==> config.mk <==
export PLATFORM = sky130hd
export DESIGN_NAME = uart_rx_io
export DESIGN_NICKNAME = d
export VERILOG_FILES = /design/src/rtl/uart_rx_io_pkg.sv /design/src/rtl/uart_rx_fifo.sv /design/src/rtl/uart_rx_io.sv
export SDC_FILE = /design/constraint.sdc
export NUM_CORES = 1
export LEC_CHECK = 0
export ABC_AREA = 0
export BUFFER_PORTS_ARGS = -buffer_cell sky130_fd_sc_hd__clkbuf_2
export CAP_MARGIN = 20
export CORE_ASPECT_RATIO = 1.2
export CORE_UTILIZATION = 55
export CTS_CLUSTER_DIAMETER = 50
export DETAILED_ROUTE_END_ITERATION = 6
export PLACE_DENSITY = 0.73
export SLEW_MARGIN = 20
export SYNTH_ARGS = -nofsm -noshare
export SYNTH_HDL_FRONTEND = slang
export SYNTH_SLANG_ARGS = --single-unit
==> constraint.sdc <==
create_clock -name clock -period 3.7 [get_ports clock]
set_clock_uncertainty 0.2 [all_clocks]
set_input_delay 0.37 -clock clock [delete_from_list [all_inputs] [get_ports clock]]
set_output_delay 0.37 -clock clock [all_outputs]
set_load 0.005 [all_outputs]
==> src/rtl/uart_rx_io_pkg.sv <==
// Shared definitions for the UART receive IO port: register offsets,
// receiver FSM states and STATUS register bit positions.
package uart_rx_io_pkg;

    localparam logic [1:0] UART_DATA = 2'b00;
    localparam logic [1:0] UART_STAT = 2'b10;

    typedef enum logic [1:0] {
        ST_IDLE  = 2'd0,
        ST_START = 2'd1,
        ST_DATA  = 2'd2,
        ST_STOP  = 2'd3
    } rx_state_e;

    localparam int STAT_NEMPTY = 0;
    localparam int STAT_FULL   = 1;
    localparam int STAT_OVR    = 2;
    localparam int STAT_FERR   = 3;

endpackage

==> src/rtl/uart_rx_fifo.sv <==
// Small synchronous FIFO with show-ahead output: dout always presents the
// oldest entry, so a read returns data in the same cycle it pops.
module uart_rx_fifo #(
    parameter int DEPTH = 8,
    parameter int WIDTH = 8
) (
    input  logic             clock,
    input  logic             reset,
    input  logic             push,
    input  logic             pop,
    input  logic [WIDTH-1:0] din,
    output logic [WIDTH-1:0] dout,
    output logic             full,
    output logic             empty
);
    localparam int AW = $clog2(DEPTH);

    logic [WIDTH-1:0] mem_q [DEPTH];
    logic [AW-1:0]    wr_ptr_q;
    logic [AW-1:0]    rd_ptr_q;
    logic [AW:0]      count_q;
    logic             do_push;
    logic             do_pop;

    assign full    = (count_q == (AW+1)'(DEPTH));
    assign empty   = (count_q == '0);
    assign do_pop  = pop & ~empty;
    // A pop in the same cycle frees the slot the push is about to use.
    assign do_push = push & (~full | do_pop);
    assign dout    = mem_q[rd_ptr_q];

    always_ff @(posedge clock) begin
        if (do_push) begin
            mem_q[wr_ptr_q] <= din;
        end
    end

    always_ff @(posedge clock) begin
        if (reset) begin
            wr_ptr_q <= '0;
            rd_ptr_q <= '0;
            count_q  <= '0;
        end else begin
            if (do_push) wr_ptr_q <= wr_ptr_q + AW'(1);
            if (do_pop)  rd_ptr_q <= rd_ptr_q + AW'(1);
            case ({do_push, do_pop})
                2'b10:   count_q <= count_q + (AW+1)'(1);
                2'b01:   count_q <= count_q - (AW+1)'(1);
                default: count_q <= count_q;
            endcase
        end
    end

endmodule

==> src/rtl/uart_rx_io.sv <==
// Memory-mapped 8N1 UART receiver: synchronizer, bit-timing FSM, receive
// FIFO, sticky error flags and a zero-latency read mux for the CPU IO bus.
module uart_rx_io
    import uart_rx_io_pkg::*;
#(
    parameter int CLK_HZ     = 23_000_000,
    parameter int BAUD       = 9600,
    parameter int FIFO_DEPTH = 8
) (
    input  logic        clock,
    input  logic        reset,
    input  logic        UARTCtrl,
    input  logic        ioRead,
    input  logic [1:0]  uartAddr,
    input  logic        rx,
    output logic [15:0] input_data
);
    localparam int CLKS_PER_BIT = CLK_HZ / BAUD;
    localparam int BW           = $clog2(CLKS_PER_BIT);
    localparam logic [BW-1:0] BIT_END  = BW'(CLKS_PER_BIT - 1);
    localparam logic [BW-1:0] HALF_END = BW'(CLKS_PER_BIT / 2 - 1);

    rx_state_e   state_q;
    logic        rx_meta_q, rx_s_q;
    logic [BW-1:0] baud_q;
    logic [2:0]  bit_q;
    logic [7:0]  shift_q;
    logic        push_q, ferr_set_q;
    logic        ferr_q, ferr_d, overrun_q, overrun_d;
    logic [7:0]  fifo_dout;
    logic        fifo_full, fifo_empty;
    logic        data_rd, stat_rd, pop;

    assign data_rd = UARTCtrl & ioRead & (uartAddr == UART_DATA);
    assign stat_rd = UARTCtrl & ioRead & (uartAddr == UART_STAT);
    assign pop     = data_rd & ~fifo_empty;

    always_ff @(posedge clock) begin
        if (reset) begin
            rx_meta_q <= 1'b1;
            rx_s_q    <= 1'b1;
        end else begin
            rx_meta_q <= rx;
            rx_s_q    <= rx_meta_q;
        end
    end

    always_ff @(posedge clock) begin
        if (reset) begin
            state_q    <= ST_IDLE;
            baud_q     <= '0;
            bit_q      <= '0;
            shift_q    <= '0;
            push_q     <= 1'b0;
            ferr_set_q <= 1'b0;
        end else begin
            push_q     <= 1'b0;
            ferr_set_q <= 1'b0;
            case (state_q)
                ST_IDLE: begin
                    baud_q <= '0;
                    bit_q  <= '0;
                    if (!rx_s_q) state_q <= ST_START;
                end
                ST_START: begin
                    if (baud_q == HALF_END) begin
                        baud_q  <= '0;
                        state_q <= rx_s_q ? ST_IDLE : ST_DATA;
                    end else begin
                        baud_q <= baud_q + BW'(1);
                    end
                end
                ST_DATA: begin
                    if (baud_q == BIT_END) begin
                        baud_q  <= '0;
                        shift_q <= {rx_s_q, shift_q[7:1]};
                        bit_q   <= bit_q + 3'd1;
                        if (bit_q == 3'd7) state_q <= ST_STOP;
                    end else begin
                        baud_q <= baud_q + BW'(1);
                    end
                end
                ST_STOP: begin
                    if (baud_q == BIT_END) begin
                        baud_q     <= '0;
                        push_q     <= rx_s_q;
                        ferr_set_q <= ~rx_s_q;
                        state_q    <= ST_IDLE;
                    end else begin
                        baud_q <= baud_q + BW'(1);
                    end
                end
                default: state_q <= ST_IDLE;
            endcase
        end
    end

    uart_rx_fifo #(
        .DEPTH (FIFO_DEPTH),
        .WIDTH (8)
    ) u_fifo (
        .clock (clock),
        .reset (reset),
        .push  (push_q),
        .pop   (pop),
        .din   (shift_q),
        .dout  (fifo_dout),
        .full  (fifo_full),
        .empty (fifo_empty)
    );

    // New events take priority over the clear-on-read of STATUS.
    always_comb begin
        ferr_d    = ferr_set_q | (ferr_q & ~stat_rd);
        overrun_d = (push_q & fifo_full & ~pop) | (overrun_q & ~stat_rd);
    end

    always_ff @(posedge clock) begin
        if (reset) begin
            ferr_q    <= 1'b0;
            overrun_q <= 1'b0;
        end else begin
            ferr_q    <= ferr_d;
            overrun_q <= overrun_d;
        end
    end

    always_comb begin
        input_data = 16'h0000;
        if (!reset) begin
            if (data_rd && !fifo_empty) begin
                input_data = {8'h00, fifo_dout};
            end else if (stat_rd) begin
                input_data[STAT_FERR]   = ferr_q;
                input_data[STAT_OVR]    = overrun_q;
                input_data[STAT_FULL]   = fifo_full;
                input_data[STAT_NEMPTY] = ~fifo_empty;
            end
        end
    end

endmodule

==> summary.txt, run 1 <==
Worst hold path
  – Hold depth: 4
  – Hold_sp: ioRead
  – Hold WC Path Type: input port to flip-flop
  – WHS Endpoint: overrun_q

STA
  – Final worst slack: 0.744 ns
  – WHS: 0.227 ns
  – Max_slew headroom: 39.8%
  – RSZ-0062 raised after global routing: no
  – Final setup viols: 0
  – Hold Vio Cnt, Final: 0
  – Tightest Pin Transition: 0.900 ns
  – Tcrit/Tclk final: 79.9%
  – Setup TNS Final: 0 ns
  – FMAX: 338 MHz
  – Slew Viols, Final: 0
  – Min cycle time layout: 2.96 ns

Route
  – Wire per inst: 16.7 um
  – DR vias/cell: 5.60
  – DRC viols: 0
  – Final wirelength: 7970 um
  – DR pass1 iterations: 4
  – Vias: 2677
  – Initial drt markers: 142
  – ANT nets after route: 0

Clock network
  – CTS tree: done
  – CTS sink cnt: 108
  – Clock Path Buffers: 2
  – Clk_lat worst skew: 0.36 ns
  – Worst-path clk slew: 0.11 ns
  – Root Buffer: clkbuf_8
  – Post-CTS setup buffers: 0
  – CTS H-tree depth: 3
  – CTS Buf Count: 9

Critical path
  – Reg2Reg Capture Point: u_fifo.count_q[3]
  – Worst R2R Start: u_fifo.count_q[0]
  – Critical path class: flip-flop to flip-flop
  – Startpoint Class: flip-flop
  – Crit-path max FO: 8
  – Reg2Reg Setup Slack: 0.74 ns
  – CP endpoint kind: flip-flop
  – Worst EP required: 3.76 ns
  – R2r worst-path depth: 6
  – Worst EP arrival: 3.02 ns

Synthesis
  – Syn Area/Cell: 13.6 um^2
  – Syn Inst Count: 340
  – Synth Register Bits: 108
  – Area contributors post-synth: edfxtp_1 41%, dfxtp_1 19%, mux4_2 7.8%
  – Synth cell types: 53
  – Post-synth top area share: 41.5%
  – Primary FF master, synth: edfxtp_1
  – Post-synth EDFFs: 64
  – Post-synthesis cell area: 4640 um^2
  – Async SR Flop Fraction: 0%
  – Sequential share of the synthesized area: 60.5%
  – Yosys top cell by area: edfxtp_1
  – YS warnings: 0
  – Synth top cells by count: 64 x edfxtp_1, 44 x dfxtp_1, 40 x nor2_1
  – Cell with the most instances after synthesis: edfxtp_1

Layout
  – Fillers: 625
  – Footprint of the multi-input gates: 1690 um^2
  – Ant. Diodes: 0
  – Area growth, synth to finish: 7.69%
  – Util after Layout: 61.2%
  – FF/Latch Area: 2800 um^2
  – Layout cell share with drive strength beyond 1: 19.5%
  – Final net count: 376

Die
  – Core area: 8150 um^2
  – I/O pins: 23
  – Die height: 103 um
  – Die ar.: 8800 um^2
  – Starting Density: 56.9%
  – Die Span X: 85.8 um
  – Row count: 36

GRT
  – Initial antenna violation count: 0
  – All-layer global routing usage: 20.0%
  – Vias in the first global route: 2575
  – Gr ovfl total: 0
  – Largest net degree at the start of global routing: 35
  – First-pass GRT wire length: 13000 um

Pwr
  – PwrDens: 393 nW/um^2
  – IR drop worst, VDD: 0.182 mV
  – Leakage: 1.75 nW
  – Total Power: 1.96 mW

Placement
  – Post-DP HPWL: 5260 um
  – Worst slack, placed: 0.794 ns
  – Gpl congestion: 0.786
  – Port bufs: 14

Flow run
  – Max cap viols: 0

Outcome
  – Status: finished, final reports clean
==> layout by cell type (no fill, tap or decap), types with 10 or more instances in the layout <==
cell and instances:
mux4_2 16, dfxtp_1 44, clkbuf_2 14, nor2_1 40, nand2_1 11, xor2_1 11, ha_1 10, edfxtp_1 64
mux2i_1 17, nand3_1 14
==> worst max-delay path by stage <==
stage	from	to	slack [ns]	depth (start not counted)
finish	u_fifo.count_q[0]	u_fifo.count_q[3]	0.74	6
global route	u_fifo.count_q[0]	u_fifo.count_q[3]	0.65	6
CTS	u_fifo.count_q[0]	u_fifo.count_q[3]	0.78	6
detailed placement	u_fifo.count_q[0]	u_fifo.count_q[3]	0.79	6
global placement	uartAddr[1]	u_fifo.count_q[3]	0.81	7
floorplan	u_fifo.count_q[1]	u_fifo.count_q[3]	0.88	8
==> power breakdown <==
group	switching, mW	internal (mW)	total (mW)
Combinational	0.0163	0.00860	0.0249
Clock	0.413	0.262	0.676
Sequential	0.00272	1.26	1.26
Total	0.432	1.53	1.96
==> routing by layer <==
metal	GRT usage (%)	up-vias	wire length [um]
met4	7.05	0	80
met5	0	-	0
met2	32.5	63	4000
met3	3.36	8	294
li1	-	1300	-
met1	27.5	1306	3600
==> through the flow <==
stage | cell area, um^2 | std cells
6_report | 4990 | 478
5_1_grt | 4990 | 478
2_1_floorplan | 4660 | 347
3_5_place_dp | 4790 | 461
3_3_place_gp | 4790 | 461
4_1_cts | 4990 | 478
==> layout make-up <==
cell class | instances | share of cell area (%)
timing repair buffer | 24 | 2.96
tap | 114 | 2.86
inverter | 3 | 0.226
multi-input combinational | 213 | 33.9
sequential | 108 | 56.1
clock buffer | 9 | 2.48
clock inverter | 7 | 1.43
==> cells by family (layout without fill, tap and decap cells) <==
logic type      Yosys count  after routing  share of synthesized area, %
simple gates            118            118                          14.3
buf+inv                  26             43                          3.72
xor+xnor                 16             16                          3.02
fa+ha+maj                10             10                          2.70
compound gates           26             26                          3.83
other cells               1              8                        0.0809
mux                      35             35                          11.9
flops                   108            108                          60.5
==> worst max-delay path: stages, from the launching register on <==
cell and delay, ns:
dfxtp_1 0.40, or4b_4 0.58, o21ai_4 0.28, ha_1 0.37, or3_2 0.49, o32ai_1 0.17, mux2_2 0.37
==> state kept, by name, indices dropped and copies added (netlist names), 3 cells and up, named ones only <==
name and flops:
u_fifo.rd_ptr_q 3, shift_q 8, u_fifo.count_q 4, u_fifo.mem_q 64
bit_q 3, u_fifo.wr_ptr_q 3, baud_q 12
==> what timing repair did <==
item                      CTS  global route
hold endpoints to repair    1             0
resized for setup           0             0
hold buffers                1             0
(Power assumes the default switching activity.)
==> run 2, diff against run 1 <==
- PLACE_DENSITY: 0.73 -> 0.76
- clock period: 3.7 -> 2.48 ns (I/O delays scaled with it)
==> summary.txt, run 2 (synthesis results as in run 1) <==
Layout
  – Post-route cell area: 5180 um^2
  – Biggest regs: u_fifo.mem_q x64, baud_q x12, shift_q x8
  – Most common cell after layout, fill and taps aside: edfxtp_1
  – Ant. Diodes: 0
  – Final net count: 393
  – Layout cell share with drive strength beyond 1: 24.9%
  – Max FFs per register: 64
  – Reg with most FFs: u_fifo.mem_q
  – Most frequent cells in the layout: 64 x edfxtp_1, 41 x dfxtp_1, 40 x nor2_1
  – Util after Layout: 63.5%
  – Area growth, synth to finish: 11.7%

Clock network
  – CTS tree: done
  – CTS Buf Count: 9
  – CTS H-tree depth: 3
  – Worst-path clk slew: 0.10 ns
  – Clk_lat worst skew: 0.36 ns
  – Clock Path Buffers: 2
  – CTS sink cnt: 108
  – Root Buffer: clkbuf_8

Route
  – DRC viols: 0
  – Final wirelength: 8250 um
  – Initial drt markers: 150
  – DR pass1 iterations: 5
  – DR vias/cell: 5.53
  – ANT nets after route: 0
  – Vias: 2736
  – Wire per inst: 16.7 um

STA
  – Max_slew headroom: 41.2%
  – Final setup viols: 1
  – WHS: 0.0631 ns
  – RSZ-0062 raised after global routing: yes
  – Hold Vio Cnt, Final: 0
  – Slew Viols, Final: 0
  – Min cycle time layout: 2.48 ns
  – Tcrit/Tclk final: 100%
  – Tightest Pin Transition: 0.879 ns
  – Final worst slack: -0.00310 ns
  – FMAX: 403 MHz

Die
  – I/O pins: 23
  – Die Span X: 85.8 um
  – Die height: 103 um
  – Die ar.: 8800 um^2
  – Core area: 8150 um^2
  – Row count: 36
  – Starting Density: 56.9%

Critical path
  – Worst EP required: 2.57 ns
  – CP endpoint kind: flip-flop
  – Worst EP arrival: 2.58 ns
  – Critical path class: flip-flop to flip-flop
  – Crit-path max FO: 3
  – Startpoint Class: flip-flop

Outcome
  – Failing checks: negative setup slack
  – Status: complete, but fails checks

Pwr
  – Leakage: 1.84 nW
  – IR drop worst, VDD: 0.261 mV
  – PwrDens: 563 nW/um^2

Worst hold path
  – Hold WC Path Type: input port to flip-flop

Flow run
  – Max cap viols: 0

GRT
  – All-layer global routing usage: 20.3%
  – First-pass GRT wire length: 13200 um
  – Gr ovfl total: 0
  – Vias in the first global route: 2576
  – Initial antenna violation count: 0
  – Largest net degree at the start of global routing: 23

Placement
  – DP Area: 4930 um^2
  – Gpl congestion: 0.813
  – Post-DP HPWL: 5660 um
  – Worst slack, placed: -0.0640 ns
  – Port bufs: 14
## run 2: changes by cell type in the layout (fill, tap and decap cells not counted), moves of 2 or more
| cell | change |
|---|---|
| dfxtp_1 | -3 |
| ha_1 | -2 |
| ha_4 | +2 |
| dfxtp_2 | +3 |
| buf_4 | +16 |
## run 2: worst max-delay path, stage by stage, from the launching register on
cell,delay [ns]
dfxtp_2,0.34
or4b_4,0.55
o21ai_4,0.22
ha_4,0.17
xor2_1,0.15
ha_1,0.16
a21oi_1,0.04
xor2_1,0.15
or3_1,0.32
a21oi_2,0.12
## run 2: worst paths after layout
path                            depth (start not counted)                 to  slack, ns         startpoint
worst max-delay path                                    9  u_fifo.count_q[2]     -0.003  u_fifo.count_q[2]
worst min-delay path                                    3           bit_q[2]       0.06              reset
worst max register to register                          9  u_fifo.count_q[2]     -0.003  u_fifo.count_q[2]
worst min register to register                          1             rx_s_q       0.22          rx_meta_q
## run 2: stage by stage
| stage | instances | total power, mW | TNS (ns) |
|---|---|---|---|
| floorplan | 347 | 1.96 | -0.207 |
| global placement | 474 | 1.96 | -0.00263 |
| detailed placement | 474 | 1.96 | -0.0640 |
| CTS | 493 | 2.93 | -0.0229 |
| global route | 495 | 3.01 | -0.126 |
| finish | 495 | 2.91 | -0.00310 |
## run 2: layout make-up
cell class / count / area, um^2
inverters: 3 / 11.3
multi-input cells: 213 / 1760
flip-flops and latches: 108 / 2810
clock buffers: 10 / 128
well taps: 114 / 143
fillers: 615 / 2970
repair buffers: 41 / 279
clock inverters: 6 / 57.6
## run 2: power by group
part | switching, mW | internal [mW] | total [mW]
Sequential | 0.00396 | 1.88 | 1.88
Combinational | 0.0248 | 0.0153 | 0.0401
Clock | 0.605 | 0.387 | 0.992
Total | 0.633 | 2.28 | 2.91
## run 2: timing repair
| action | in CTS | in global routing |
|---|---|---|
| pin swaps | 4 | 1 |
| resized for setup | 5 | 4 |
| hold buffers | 1 | 0 |
| buffers inserted | 2 | 2 |
| hold endpoints to repair | 1 | 0 |
| endpoints found under the setup margin | 4 | 4 |
| cloned | 0 | 0 |
## run 2: routing by layer
layer	global-route usage (%)	vias up	wire length, um
met5	0	-	0
met4	7.82	0	172
met3	4.16	13	243
met2	34.3	44	4140
met1	26.3	1349	3690
li1	-	1330	-
==> run 3, diff against run 2 <==
- CORE_MARGIN: unset -> 2
==> summary.txt, run 3 (synthesis results as in run 1) <==
Outcome
  – Status: complete, but fails checks
  – Failing checks: negative setup slack

Pwr
  – Gate power share: 1.3%
  – Sw Ratio: 21.6%
  – Total Power: 2.98 mW
  – Clk pwr share: 35.6%
  – Cell Int Power: 2.34 mW
  – IR drop worst, VDD: 0.313 mV
  – Reg power frac: 63.1%
  – PwrDens: 576 nW/um^2
  – Sw power: 0.645 mW
  – Leakage: 1.84 nW

Clock network
  – CTS Buf Count: 9
  – CTS tree: done
  – CTS H-tree depth: 3
  – Clock Path Buffers: 2
  – Worst-path clk slew: 0.10 ns
  – CTS sink cnt: 108
  – Root Buffer: clkbuf_8
  – Clk_lat worst skew: 0.37 ns

STA
  – FMAX: 393 MHz
  – Final worst slack: -0.0671 ns
  – Final setup viols: 2
  – Tightest Pin Transition: 0.847 ns
  – Setup TNS Final: -0.114 ns
  – Tcrit/Tclk final: 103%
  – Slew Viols, Final: 0
  – Max_slew headroom: 43.4%
  – Min cycle time layout: 2.55 ns
  – Hold Vio Cnt, Final: 0
  – RSZ-0062 raised after global routing: yes

GRT
  – First-pass GRT wire length: 13000 um
  – All-layer global routing usage: 18.9%
  – Largest net degree at the start of global routing: 23
  – Gr ovfl total: 0
  – Initial antenna violation count: 0
  – Vias in the first global route: 2572

Die
  – Die Span X: 87.8 um
  – Core area: 8150 um^2
  – Starting Density: 56.9%
  – Die height: 105 um
  – Row count: 36
  – Die ar.: 9180 um^2
  – I/O pins: 23

Layout
  – Reg with most FFs: u_fifo.mem_q
  – Final net count: 390
  – Biggest regs: u_fifo.mem_q x64, baud_q x12, shift_q x8
  – Footprint of the multi-input gates: 1760 um^2
  – FF/Latch Area: 2810 um^2
  – Most frequent cells in the layout: 64 x edfxtp_1, 41 x dfxtp_1, 40 x nor2_1
  – Layout cell share with drive strength beyond 1: 24.9%
  – Post-route cell area: 5180 um^2
  – Non-filler instance count after layout: 492
  – Most common cell after layout, fill and taps aside: edfxtp_1
  – Max FFs per register: 64
  – Ant. Diodes: 0
  – Area growth, synth to finish: 11.7%
  – Fillers: 611

Critical path
  – CP endpoint kind: flip-flop
  – Worst EP required: 2.55 ns
  – Startpoint Class: flip-flop
  – Worst EP arrival: 2.62 ns
  – Critical path class: flip-flop to flip-flop
  – Crit-path max FO: 3

Placement
  – Worst slack, placed: -0.0273 ns
  – DP Area: 4930 um^2
  – Post-DP HPWL: 5390 um
  – Placed cell count: 474
  – Port bufs: 14
  – Gpl congestion: 0.795

Route
  – Final wirelength: 8040 um
  – ANT nets after route: 0
  – Initial drt markers: 149
  – Wire per inst: 16.3 um
  – DRC viols: 0
  – DR pass1 iterations: 4
  – DR vias/cell: 5.50
  – Vias: 2704

Flow run
  – Max cap viols: 0

Worst hold path
  – Hold WC Path Type: input port to flip-flop
[run 3: changes by cell type in the layout (fill, tap and decap cells not counted), sizes merged]
cell / delta
buf: -3
inv: +2
clkinv: -2
[run 3: per-layer routing]
| metal | vias up | global-route usage, % | wire length (um) |
|---|---|---|---|
| met4 | 0 | 7.47 | 158 |
| met3 | 13 | 4.11 | 294 |
| met5 | - | 0 | 0 |
| li1 | 1322 | - | - |
| met2 | 41 | 29.2 | 3890 |
| met1 | 1328 | 26.0 | 3700 |
[run 3: worst paths after layout]
kind,to,startpoint,depth (start not counted),slack [ns]
max reg2reg,u_fifo.count_q[3],u_fifo.count_q[1],7,-0.07
min,u_fifo.count_q[2],reset,3,0.04
min reg2reg,rx_s_q,rx_meta_q,1,0.22
max,u_fifo.count_q[3],u_fifo.count_q[1],7,-0.07
[run 3: critical path, cell delays in order, from the launching register on]
cell,delay [ns]
dfxtp_2,0.34
or4b_4,0.55
o21ai_4,0.23
buf_6,0.13
ha_4,0.19
or3_4,0.38
o32ai_4,0.11
mux2_4,0.32
[run 3: stage by stage]
stage | hold slack [ns] | util, %
finish | 0.0397 | 63.5
global route | 0.0635 | 63.5
CTS | 0.0360 | 63.1
detailed placement | 0.194 | 60.4
global placement | 0.195 | 60.4
floorplan | 0.152 | -
[run 3: power by group through the flow]
stage | logic [mW] | registers (mW) | clock network [mW]
finish | 0.0391 | 1.88 | 1.06
detailed placement | 0.0373 | 1.92 | 0
global placement | 0.0366 | 1.92 | 0
CTS | 0.0389 | 1.88 | 1.08
global route | 0.0447 | 1.88 | 1.15
floorplan | 0.0394 | 1.92 | 0
[run 3: area by class of cell]
type	count	share of cell area, %
inverters	3	0.217
clock inverters	6	0.991
clock buffers	10	2.88
flip-flops and latches	108	54.2
well taps	114	2.75
repair buffers	38	5.03
multi-input cells	213	33.9
[run 3: repair_timing]
action,CTS,global route
setup endpoints to repair,5,3
setup buffers,0,1
gates cloned,0,0
resized for setup,3,7
pin swaps,1,5
hold buffers,1,0
endpoints found under the hold margin,1,0
